[src/rtl/fdiv_pkg.sv]
// Shared types and constants for the programmable clock-divider controller.
package fdiv_pkg;

  typedef enum logic [1:0] {
    IDLE,
    RUN,
    PEND
  } fdiv_state_t;

  localparam int FDIV_MIN_DIV = 2;
  localparam int FDIV_DEF_DIV = 2;

endpackage

[src/rtl/fdiv_period_cnt.sv]
// Period counter: counts 0..div_cur-1 and registers tick/clk_div decoded
// from the next count and the next ratio.
module fdiv_period_cnt
  import fdiv_pkg::*;
#(
  parameter int CNT_W = 4
) (
  input  logic             clk_in,
  input  logic             rst,
  input  logic             load0,
  input  logic             run,
  input  logic [CNT_W-1:0] div_cur,
  input  logic [CNT_W-1:0] div,
  output logic [CNT_W-1:0] cnt,
  output logic             tick,
  output logic             clk_div,
  output logic             at_last
);

  localparam logic [CNT_W-1:0] ONE = CNT_W'(1);

  logic [CNT_W-1:0] cnt_q, cnt_d;
  logic             tick_q, tick_d;
  logic             clk_div_q, clk_div_d;

  // div is the ratio in effect after this edge, so a ratio change is
  // reflected in tick/clk_div from the first cycle of the new period.
  always_comb begin
    at_last   = (cnt_q == div_cur - ONE);
    cnt_d     = cnt_q + ONE;
    if (!run || load0) begin
      cnt_d = '0;
    end
    tick_d    = run && (cnt_d == div - ONE);
    clk_div_d = run && (cnt_d < (div >> 1));
  end

  always_ff @(posedge clk_in) begin
    if (rst) begin
      cnt_q     <= '0;
      tick_q    <= 1'b0;
      clk_div_q <= 1'b0;
    end else begin
      cnt_q     <= cnt_d;
      tick_q    <= tick_d;
      clk_div_q <= clk_div_d;
    end
  end

  assign cnt     = cnt_q;
  assign tick    = tick_q;
  assign clk_div = clk_div_q;

endmodule

[src/rtl/fdiv_ctrl.sv]
// Programmable clock-divider controller: run/stop FSM, ratio handshake and
// error reporting around the period counter.
module fdiv_ctrl
  import fdiv_pkg::*;
#(
  parameter int CNT_W   = 4,
  parameter int DEF_DIV = FDIV_DEF_DIV
) (
  input  logic             clk_in,
  input  logic             rst,
  input  logic             en,
  input  logic             req_valid,
  input  logic [CNT_W-1:0] req_div,
  output logic             req_ready,
  output logic             err,
  output logic [CNT_W-1:0] div_cur,
  output logic [CNT_W-1:0] cnt,
  output logic             tick,
  output logic             clk_div,
  output logic             busy
);

  fdiv_state_t      state_q, state_d;
  logic [CNT_W-1:0] div_cur_q, div_cur_d;
  logic [CNT_W-1:0] div_nxt_q, div_nxt_d;
  logic             err_q, err_d;
  logic             at_last, wrap, load0, accept, bad_req;

  assign req_ready = (state_q != PEND);
  assign busy      = (state_q != IDLE);
  assign accept    = req_valid && req_ready;
  assign bad_req   = (req_div < CNT_W'(FDIV_MIN_DIV));
  assign wrap      = at_last && (state_q != IDLE);
  assign load0     = wrap || (state_q == IDLE);

  always_comb begin
    state_d   = state_q;
    div_cur_d = div_cur_q;
    div_nxt_d = div_nxt_q;
    err_d     = 1'b0;
    if (accept && bad_req) begin
      err_d = 1'b1;
    end
    unique case (state_q)
      IDLE: begin
        if (accept && !bad_req) begin
          div_cur_d = req_div;
        end
        if (en) begin
          state_d = RUN;
        end
      end
      RUN: begin
        if (accept && !bad_req) begin
          div_nxt_d = req_div;
          state_d   = PEND;
        end
        // A ratio accepted on the stopping wrap is applied directly.
        if (wrap && !en) begin
          state_d = IDLE;
          if (accept && !bad_req) begin
            div_cur_d = req_div;
          end
        end
      end
      PEND: begin
        if (wrap) begin
          div_cur_d = div_nxt_q;
          state_d   = en ? RUN : IDLE;
        end
      end
      default: state_d = IDLE;
    endcase
  end

  always_ff @(posedge clk_in) begin
    if (rst) begin
      state_q   <= IDLE;
      div_cur_q <= CNT_W'(DEF_DIV);
      div_nxt_q <= CNT_W'(DEF_DIV);
      err_q     <= 1'b0;
    end else begin
      state_q   <= state_d;
      div_cur_q <= div_cur_d;
      div_nxt_q <= div_nxt_d;
      err_q     <= err_d;
    end
  end

  fdiv_period_cnt #(
    .CNT_W(CNT_W)
  ) u_period_cnt (
    .clk_in (clk_in),
    .rst    (rst),
    .load0  (load0),
    .run    (state_d != IDLE),
    .div_cur(div_cur_q),
    .div    (div_cur_d),
    .cnt    (cnt),
    .tick   (tick),
    .clk_div(clk_div),
    .at_last(at_last)
  );

  assign div_cur = div_cur_q;
  assign err     = err_q;

endmodule

[config.mk]
export PLATFORM = sky130hd
export DESIGN_NAME = fdiv_ctrl
export DESIGN_NICKNAME = d
export VERILOG_FILES = /design/src/rtl/fdiv_pkg.sv /design/src/rtl/fdiv_period_cnt.sv /design/src/rtl/fdiv_ctrl.sv
export SDC_FILE = /design/constraint.sdc
export NUM_CORES = 1
export LEC_CHECK = 0
export CAP_MARGIN = 20
export CORE_MARGIN = 8
export CORE_UTILIZATION = 50
export DETAILED_ROUTE_END_ITERATION = 6
export PLACE_DENSITY = 0.77
export SYNTH_ARGS = -nofsm -noshare
export SYNTH_HDL_FRONTEND = slang
export SYNTH_SLANG_ARGS = --single-unit
[constraint.sdc]
create_clock -name clk_in -period 6.29 [get_ports clk_in]
set_input_delay 1.887 -clock clk_in [delete_from_list [all_inputs] [get_ports clk_in]]
set_output_delay 1.887 -clock clk_in [all_outputs]
set_load 0.02 [all_outputs]
After elaboration in Yosys (flattened, before gate mapping):

Index checks and enable logic that the tools add are counted.

* register bits: 17
* output and inout port bits: 13

* $add $sub $neg: 3
* magnitude comparators: 2
* eq/ne operators: 5
* multiplexer cells: 12
* reductions and logical operators: 16

Operator list (number)
* 4-bit 2-to-1 mux: 4
* 4-bit one-hot mux with 3 select lines: 1
* 4-bit equality test: 2
* 2-bit 2-to-1 mux: 4
* 4-bit by 1-bit subtractor with 4-bit output (second input constant): 2
* 1-bit logical AND: 7
* 2-bit one-hot mux with 3 select lines: 1
* 4-bit by 1-bit adder with 4-bit output (second input constant): 1
* 4-bit by 2-bit less-than comparator with 1-bit output (second input constant): 1
* 4-bit by 3-bit less-than comparator with 1-bit output: 1
* 2-bit nonzero test: 2
* 1-bit logical NOT: 3
* 2-bit by 1-bit equality test with 1-bit output (second input constant): 1
* 2-bit equality test (second input constant): 1
* 2-bit logical NOT: 1
* 1-bit logical OR: 2
* 1-bit 2-to-1 mux: 2
* 2-bit inequality test (second input constant): 1
* 2-bit AND reduction: 1

Depth between registers and ports, before layout:

Gate-level depths: netlist (run 1).

* depth in word-level cells: 12
* gate-level depth with buffers: 13
* depth with buffers taken out: 13

By module:

From an unflattened synthesis (run 1), not the netlist that was laid out.

* cells, all modules: 127
* area total of the unflattened synthesis: 1143.6 um^2

Modules (own cells, without submodules)
* fdiv_ctrl: times used 1, cells an instance 77, area each 683.2 um^2, sequential area each 220.2 um^2
* fdiv_period_cnt: times used 1, cells an instance 50, area each 460.4 um^2, sequential area each 120.1 um^2

Worst setup path before layout (run 1):

Ideal clock, no wire load.

* kind: input -> register
* start: input port req_div[1]
* end: register u_period_cnt.tick_q, in the netlist u_period_cnt.tick
* library setup time: 118 ps
* arrival time: 3804 ps
* data required time: 6172 ps
* path slack: 2367 ps
* stages: 11
* path through: or3_1 > nand3_1 > mux2i_1 > nor2_2 > a21oi_2 > ha_1 > and3_1 > a211oi_1 > mux2i_1 > nand4b_1 > o21ai_1

* cells in the longest elaborated chain, start to end: 12
* elaborated cells on any way between the ends: 16

Ends and longest elaborated chain
* start: declaration: line fdiv_ctrl.sv:13 `input logic [CNT_W-1:0] req_div,`
* branches (longest 11 deep; another with 4-bit by 2-bit less-than comparator with 1-bit output)
* 1-bit logical AND *: line fdiv_period_cnt.sv:34 `tick_d = run && (cnt_d == div - ONE);`
* end signal: assignment: line fdiv_period_cnt.sv:45 `tick_q <= tick_d;`
* end: declaration: line fdiv_period_cnt.sv:23 `logic tick_q, tick_d;`

Mark *: on every way between the ends.
A chain may end at the register's enable or synchronous reset.

Worst setup path after layout (run 1):

Ends and elaborated chain as after synthesis.

==> results by group, run 1 <==
STA
  – Max-slew headroom: between 50% and 60%
  – Final Cycle Share: approximately 69%
  – Fin. max-slew vios: 0
  – Worst Skew: between 0.008 and 0.009 ns
  – Hold Fails Final Rpt: 0
  – Setup TNS: 0 ns
  – WHS: approximately 0.47 ns
  – Final min period: 4.34 ns
  – Worst slew pin tran: around 0.61 ns
  – RSZ-0062 raised after global routing: no
  – Post-route setup slack: between 1.5 and 2 ns
  – # setup viols final: 0
  – Peak Freq: 230 MHz

Placement
  – Placed cell area: approximately 1300 um^2
  – Final RePlAce weighted congestion: ~0.82
  – DP Worst Slack: about 1.7 ns
  – Cells after DPL: 173
  – Port buffer count: 20
  – Detailed Place HPWL: a little over 2000 um

Drt
  – Via count: between 1000 and 1500
  – Vias/cell: between 5 and 6
  – DRT antenna net count: 0
  – Drt first pass iters: 4
  – Residual DRC count: 0
  – Post-Route WL: roughly 2700 um
  – WL per Instance: about 15 um
  – Initial DRC Count: 34

Setup path
  – CP most frequent cell: mux2i_1
  – Worst setup SP type: input port
  – Critical-path maximum fanout: 5
  – Slowest-stage cell, CP: clkdlybuf4s50_1
  – Worst setup EP type: flip-flop
  – Crit-path leading delay family: simple AND/OR/NAND/NOR gates
  – Crit path DAT: about 4.6 ns
  – Required time worst endpoint: approximately 6.5 ns
  – CP peak stage delay: 0.48 ns
  – Crit path buf inv count: 1
  – Crit Path Category: input port to flip-flop
  – Critical-path cell list: clkdlybuf4s50_1 > or3_1 > nand3_1 > mux2i_1 > nor2_2 > a21oi_2 > ha_1 > nor3_1 > a211oi_1 > mux2i_1 > nand4b_1 > o21ai_1

Synthesis
  – Compound-Gate Fraction of Synth Area: about 22%
  – Main synth FF type: dfxtp_1
  – Seq/Total Area, Yosys: around 30%
  – Post-synthesis adder-cell area fraction: between 5 and 6%
  – Simple-Gate Fraction of Synth Area: 21.8%
  – Mux share of post-synthesis cell area: 6.42%
  – FF+latch count, synth: 17
  – Ys async rst share: 0%
  – Synth top area share: 30.1%
  – Post-synth EDFFs: 0
  – Synth area leaders: dfxtp_1 30%, nor2_1 5.6%, ha_1 5.5%
  – Area leader, netlist: dfxtp_1
  – Synth cell count leaders: 17 x dfxtp_1, 17 x nor2_1, 7 x inv_1
  – Synth cell types: 43
  – Xor-xnor portion of the synthesized cell area: 10.3%
  – Largest family of logic cells by synthesized area: simple AND/OR/NAND/NOR gates
  – Syn. warnings: 0
  – Post-Syn Nets: around 140
  – Post-Syn Area: between 1000 and 1500 um^2
  – Syn_area_per_cell: between 8 and 9 um^2
  – Post-Syn Instances: roughly 130

Global routing
  – Total gr overflow: 0
  – GRT Total Usage: between 10 and 15%
  – Largest net degree at the start of global routing: 17
  – Vias in the first global route: ~1100
  – Global-route wire length before repair: ~4700 um
  – Initial antenna violation count: 0

Finish
  – Final std cells w/o fill: between 150 and 200
  – Area growth syn-to-layout: 21.1%
  – Final instance area: between 1000 and 1500 um^2
  – Final nets: 163
  – Share of layout cells above drive strength 1: a little over a tenth
  – Antenna cells: 0
  – Final design utilization: a little over three fifths

Clock network
  – H-tree levels: 1
  – Post-CTS setup buffer count: 0
  – Root buf cell: clkbuf_4
  – CTS Buffer Depth: 2
  – CTS tree: yes
  – Total CTS buffers: 3
  – Worst-Skew Late Latency: approximately 0.29 ns
  – Post-CTS Hold Buffers: 0
  – Post_cts resized: 0
  – Clk slew on worst S/H paths: approximately 0.11 ns
  – Clk sink count: 17

Die
  – Num rows: 17
  – Starting density of the core: 52.1%
  – Core Region: roughly 2200 um^2
  – IO Pins: 21
  – Die Wd: roughly 64 um
  – Die area: between 4000 and 5000 um^2
  – Die Y: roughly 64 um

Power
  – Leak: around 0.56 nW
  – Tot Pwr: between 0.3 and 0.4 mW
  – Max VDD drop: ~140 uV
  – PwrDens: about 240 nW/um^2

Run status
  – Status: finished clean

Flow run
  – MaxCap Viol Count: 0

Hold path
  – Hold Path Class: flip-flop to flip-flop
[sequential cells by signal, summed over array words and instances, names as in the netlist]
signal and count:
u_period_cnt.cnt 4, u_period_cnt.tick 1, div_nxt_q 4, div_cur 4, err 1, u_period_cnt.clk_div 1
state_q 2
[report_power, final]
group	internal (mW)	total [mW]	leakage, nW	switching (mW)
Sequential	0.116	0.128	0.139	0.0121
Combinational	0.0613	0.137	0.403	0.0755
Clock	0.0247	0.0610	0.0150	0.0364
[worst paths after layout]
| path | start | endpoint | slack [ns] | cells after the start |
|---|---|---|---|---|
| worst min register to register | div_nxt_q[1] | div_nxt_q[1] | 0.47 | 1 |
| worst max-delay path | req_div[1] | u_period_cnt.tick | 1.95 | 12 |
| worst max register to register | div_cur[0] | u_period_cnt.tick | 3.00 | 13 |
| worst min-delay path | div_nxt_q[1] | div_nxt_q[1] | 0.47 | 1 |
[worst register-to-register path: cells and delay by family, from the launching register on]
kind	cells	cell delay, ns
flops	1	0.46
simple gates	4	0.85
fa+ha+maj	2	0.63
compound gates	3	0.49
xor+xnor	1	0.16
buf+inv	1	0.08
mux	2	0.58
[cell type report]
cell class / count / area, um^2
flip-flops and latches: 17 / 340
repair buffers: 20 / 200
inverters: 7 / 26.3
multi-input cells: 101 / 742
well taps: 28 / 35.0
fillers: 215 / 800
clock buffers: 4 / 26.3
[cell usage in the layout, fill, tap and decap left out, types with 2 or more instances in the layout]
master	Yosys	layout
nor2_1	17	17
nor3_2	2	2
a21oi_2	3	3
mux2i_1	5	5
mux2_1	2	2
a21oi_1	3	3
a32oi_1	2	2
clkbuf_4	0	3
nand3_1	5	5
o21ai_0	3	3
xnor2_2	2	2
clkdlybuf4s50_1	0	20
o22a_1	2	2
and3_1	2	2
nand2b_1	3	3
nor3_1	5	5
nand4_1	2	2
ha_1	5	5
or2_2	2	2
nand2_1	5	5
xnor2_1	2	2
o21ai_1	3	3
xor2_1	5	5
inv_1	7	7
a211oi_1	2	2
dfxtp_1	17	17
o31ai_1	3	3
[cells by family (layout without fill, tap and decap cells)]
logic type	after synthesis	count (layout)
AOI/OAI and AO/OA	31	31
xor gates and xnor gates	10	10
adders and majority gates	5	5
buffers and inverters	13	31
DFF	17	17
muxes	7	7
and+or+nand+nor	48	48
[metal layers]
layer  global-route usage (%)  wire, um  vias up
li1                         -         -      510
met1                     15.9      1230      494
met2                     23.8      1320       27
met3                     3.71       160        4
met4                     5.57        27        0
met5                        0         0        -
(Power assumes the default switching activity.)
==> run 2: changes to the inputs <==
--- a/config.mk
+++ b/config.mk
@@ -7,9 +7,9 @@
 export LEC_CHECK = 0
 export CAP_MARGIN = 20
 export CORE_MARGIN = 8
-export CORE_UTILIZATION = 50
+export CORE_UTILIZATION = 46
 export DETAILED_ROUTE_END_ITERATION = 6
-export PLACE_DENSITY = 0.77
+export PLACE_DENSITY = 0.74
 export SYNTH_ARGS = -nofsm -noshare
 export SYNTH_HDL_FRONTEND = slang
 export SYNTH_SLANG_ARGS = --single-unit
==> constraint.sdc (replaced) <==
create_clock -name clk_in -period 3.8 [get_ports clk_in]
set_input_delay 1.14 -clock clk_in [delete_from_list [all_inputs] [get_ports clk_in]]
set_output_delay 1.14 -clock clk_in [all_outputs]
set_load 0.02 [all_outputs]
==> results by group, run 2 (synthesis gave the netlist of run 1 again) <==
Run status
  – Status: finished clean

Flow run
  – MaxCap Viol Count: 0 (unchanged)

Drt
  – WL per Instance: 15.6 um (+1.1%)
  – Initial DRC Count: 71 (+110%)
  – Vias/cell: 5.68 (-2.8%)
  – DRT antenna net count: 0 (unchanged)
  – Post-Route WL: 2890 um (+5.6%)
  – Residual DRC count: 0 (unchanged)
  – Via count: 1051 (+1.5%)
  – Drt first pass iters: 5 (+1)

Placement
  – Final RePlAce weighted congestion: 0.884 (+7.3%)
  – Detailed Place HPWL: 2170 um (+4.3%)
  – Port buffer count: 20 (unchanged)

STA
  – Final min period: 3.47 ns
  – Final Cycle Share: 91.4%
  – Hold Fails Final Rpt: 0 (unchanged)
  – Worst slew pin tran: 0.569 ns (-0.0413 ns)
  – # setup viols final: 0 (unchanged)
  – RSZ-0062 raised after global routing: no
  – Peak Freq: ~290 MHz
  – Max-slew headroom: 61.8% (+2.6 points)
  – Setup TNS: 0 ns (unchanged)
  – Fin. max-slew vios: 0 (unchanged)
  – Worst Skew: 0.00263 ns (-0.00605 ns)

Clock network
  – H-tree levels: 1 (unchanged)
  – Worst-Skew Late Latency: 0.30 ns (about the same)
  – Post-CTS Hold Buffers: 0 (unchanged)
  – Total CTS buffers: 3 (unchanged)
  – Post-CTS setup buffer count: 0 (unchanged)
  – Root buf cell: clkbuf_4
  – Clk sink count: 17 (unchanged)
  – CTS Buffer Depth: 2 (unchanged)
  – Clk slew on worst S/H paths: 0.11 ns (about the same)
  – CTS tree: yes
  – Post_cts resized: 0 (unchanged)

Hold path
  – Hold Path Class: flip-flop to flip-flop

Finish
  – Filler cells: 224 (+4.2%)
  – Share of layout cells above drive strength 1: 14.2% (+3.5 points)
  – Final nets: 169 (+3.7%)
  – Commonest non-fill, non-tap cell in the layout: clkdlybuf4s50_1
  – Area growth syn-to-layout: 25.3%
  – Antenna cells: 0 (unchanged)
  – Most frequent cells in the layout: 20 x clkdlybuf4s50_1, 17 x nor2_1, 17 x dfxtp_1

Power
  – Sw power: 0.212 mW (+71%)
  – Sequential share of power: 38.3% (-1.0 points)
  – Clk pwr share: 18.9% (+0.2 points)
  – Leak: 0.585 nW (+5.1%)
  – Logic pwr share: 42.8% (+0.8 points)
  – Tot Pwr: 0.554 mW (+70%)
  – Max VDD drop: 235 uV (+63%)
  – Sw Ratio: 38.3% (+0.30 points)
  – Pint: 0.341 mW (+69%)
  – PwrDens: 391 nW/um^2 (+64%)

Die
  – IO Pins: 21 (unchanged)
  – Die Wd: 65.6 um (+3.2%)
  – Core Region: 2410 um^2 (+11%)
  – Num rows: 18 (+1)
  – Die Y: 65.6 um (+3.2%)
  – Die area: 4300 um^2 (+6.5%)
  – Starting density of the core: 46.9% (-5.2 points)

Setup path
  – Required time worst endpoint: 4.05 ns (-2.48 ns)
  – Critical-path maximum fanout: 4 (-1)
  – Worst setup EP type: flip-flop
  – Crit path DAT: 3.72 ns (-0.86 ns)
  – Crit Path Category: input port to flip-flop
  – Worst setup SP type: input port

Global routing
  – Global-route wire length before repair: 5040 um (+7.4%)
  – Initial antenna violation count: 0 (unchanged)
  – Total gr overflow: 0 (unchanged)
  – Vias in the first global route: 1079 (+2.8%)
  – Largest net degree at the start of global routing: 17 (unchanged)
  – GRT Total Usage: 14.8% (+0.93 points)
## run 2: power by group through the flow
stage                     sequential (mW)  clock, mW  combinational [mW]
after floorplan                     0.220          0               0.156
after global placement              0.216          0               0.228
after detailed placement            0.216          0               0.235
after CTS                           0.212      0.106               0.237
after global routing                0.215      0.116               0.258
final                               0.212      0.105               0.237
## run 2: area by class of cell
cell class / instances / area, um^2 / share of cell area (%)
Clock buffer: 4 / 26.3 / 1.85
Sequential cell: 17 / 340 / 24.0
Multi-Input combinational cell: 101 / 742 / 52.3
Timing Repair Buffer: 26 / 245 / 17.3
Inverter: 7 / 26.3 / 1.85
Tap cell: 30 / 37.5 / 2.65
## run 2: worst paths after layout
check / start / end / slack, ns / depth (start not counted)
worst max-delay path: req_div[2] / u_period_cnt.tick / 0.33 / 12
worst min register to register: div_nxt_q[1] / div_nxt_q[1] / 0.47 / 1
worst min-delay path: div_nxt_q[1] / div_nxt_q[1] / 0.47 / 1
worst max register to register: div_cur[0] / u_period_cnt.tick / 0.47 / 13
## run 2: layer usage
layer  up-vias  wire length, um  GRT usage [%]
li1        520                -              -
met1       494             1250           16.7
met2        32             1400           24.7
met3         5              189           4.42
met4         0               54           7.63
met5         -                0              0
## run 2: worst max-delay path, stage by stage
cell             delay (ns)
clkdlybuf4s50_1        0.45
or3_1                  0.43
nand3_1                0.17
mux2i_1                0.25
nor2_2                 0.06
a21oi_2                0.14
ha_1                   0.29
nor3_1                 0.22
a211oi_1               0.07
mux2i_1                0.23
nand4b_1               0.13
o21ai_1                0.13
## run 2: stage by stage
stage	cells	hold slack [ns]	cell area, um^2	setup slack [ns]	util, %
2_1_floorplan	131	0.431	1130	0.624	-
5_1_grt	185	0.501	1420	0.168	58.8
3_3_place_gp	181	0.445	1390	0.162	57.7
6_report	185	0.472	1420	0.328	58.8
3_5_place_dp	181	0.452	1390	0.0620	57.7
4_1_cts	185	0.477	1420	0.346	58.8
==> run 3: changes to the inputs <==
--- a/config.mk
+++ b/config.mk
@@ -10,6 +10,7 @@
 export CORE_UTILIZATION = 46
 export DETAILED_ROUTE_END_ITERATION = 6
 export PLACE_DENSITY = 0.74
+export SLEW_MARGIN = 20
 export SYNTH_ARGS = -nofsm -noshare
 export SYNTH_HDL_FRONTEND = slang
 export SYNTH_SLANG_ARGS = --single-unit
==> results of run 3 <==
The final DEF is identical to that of run 2; final timing and power are the same.
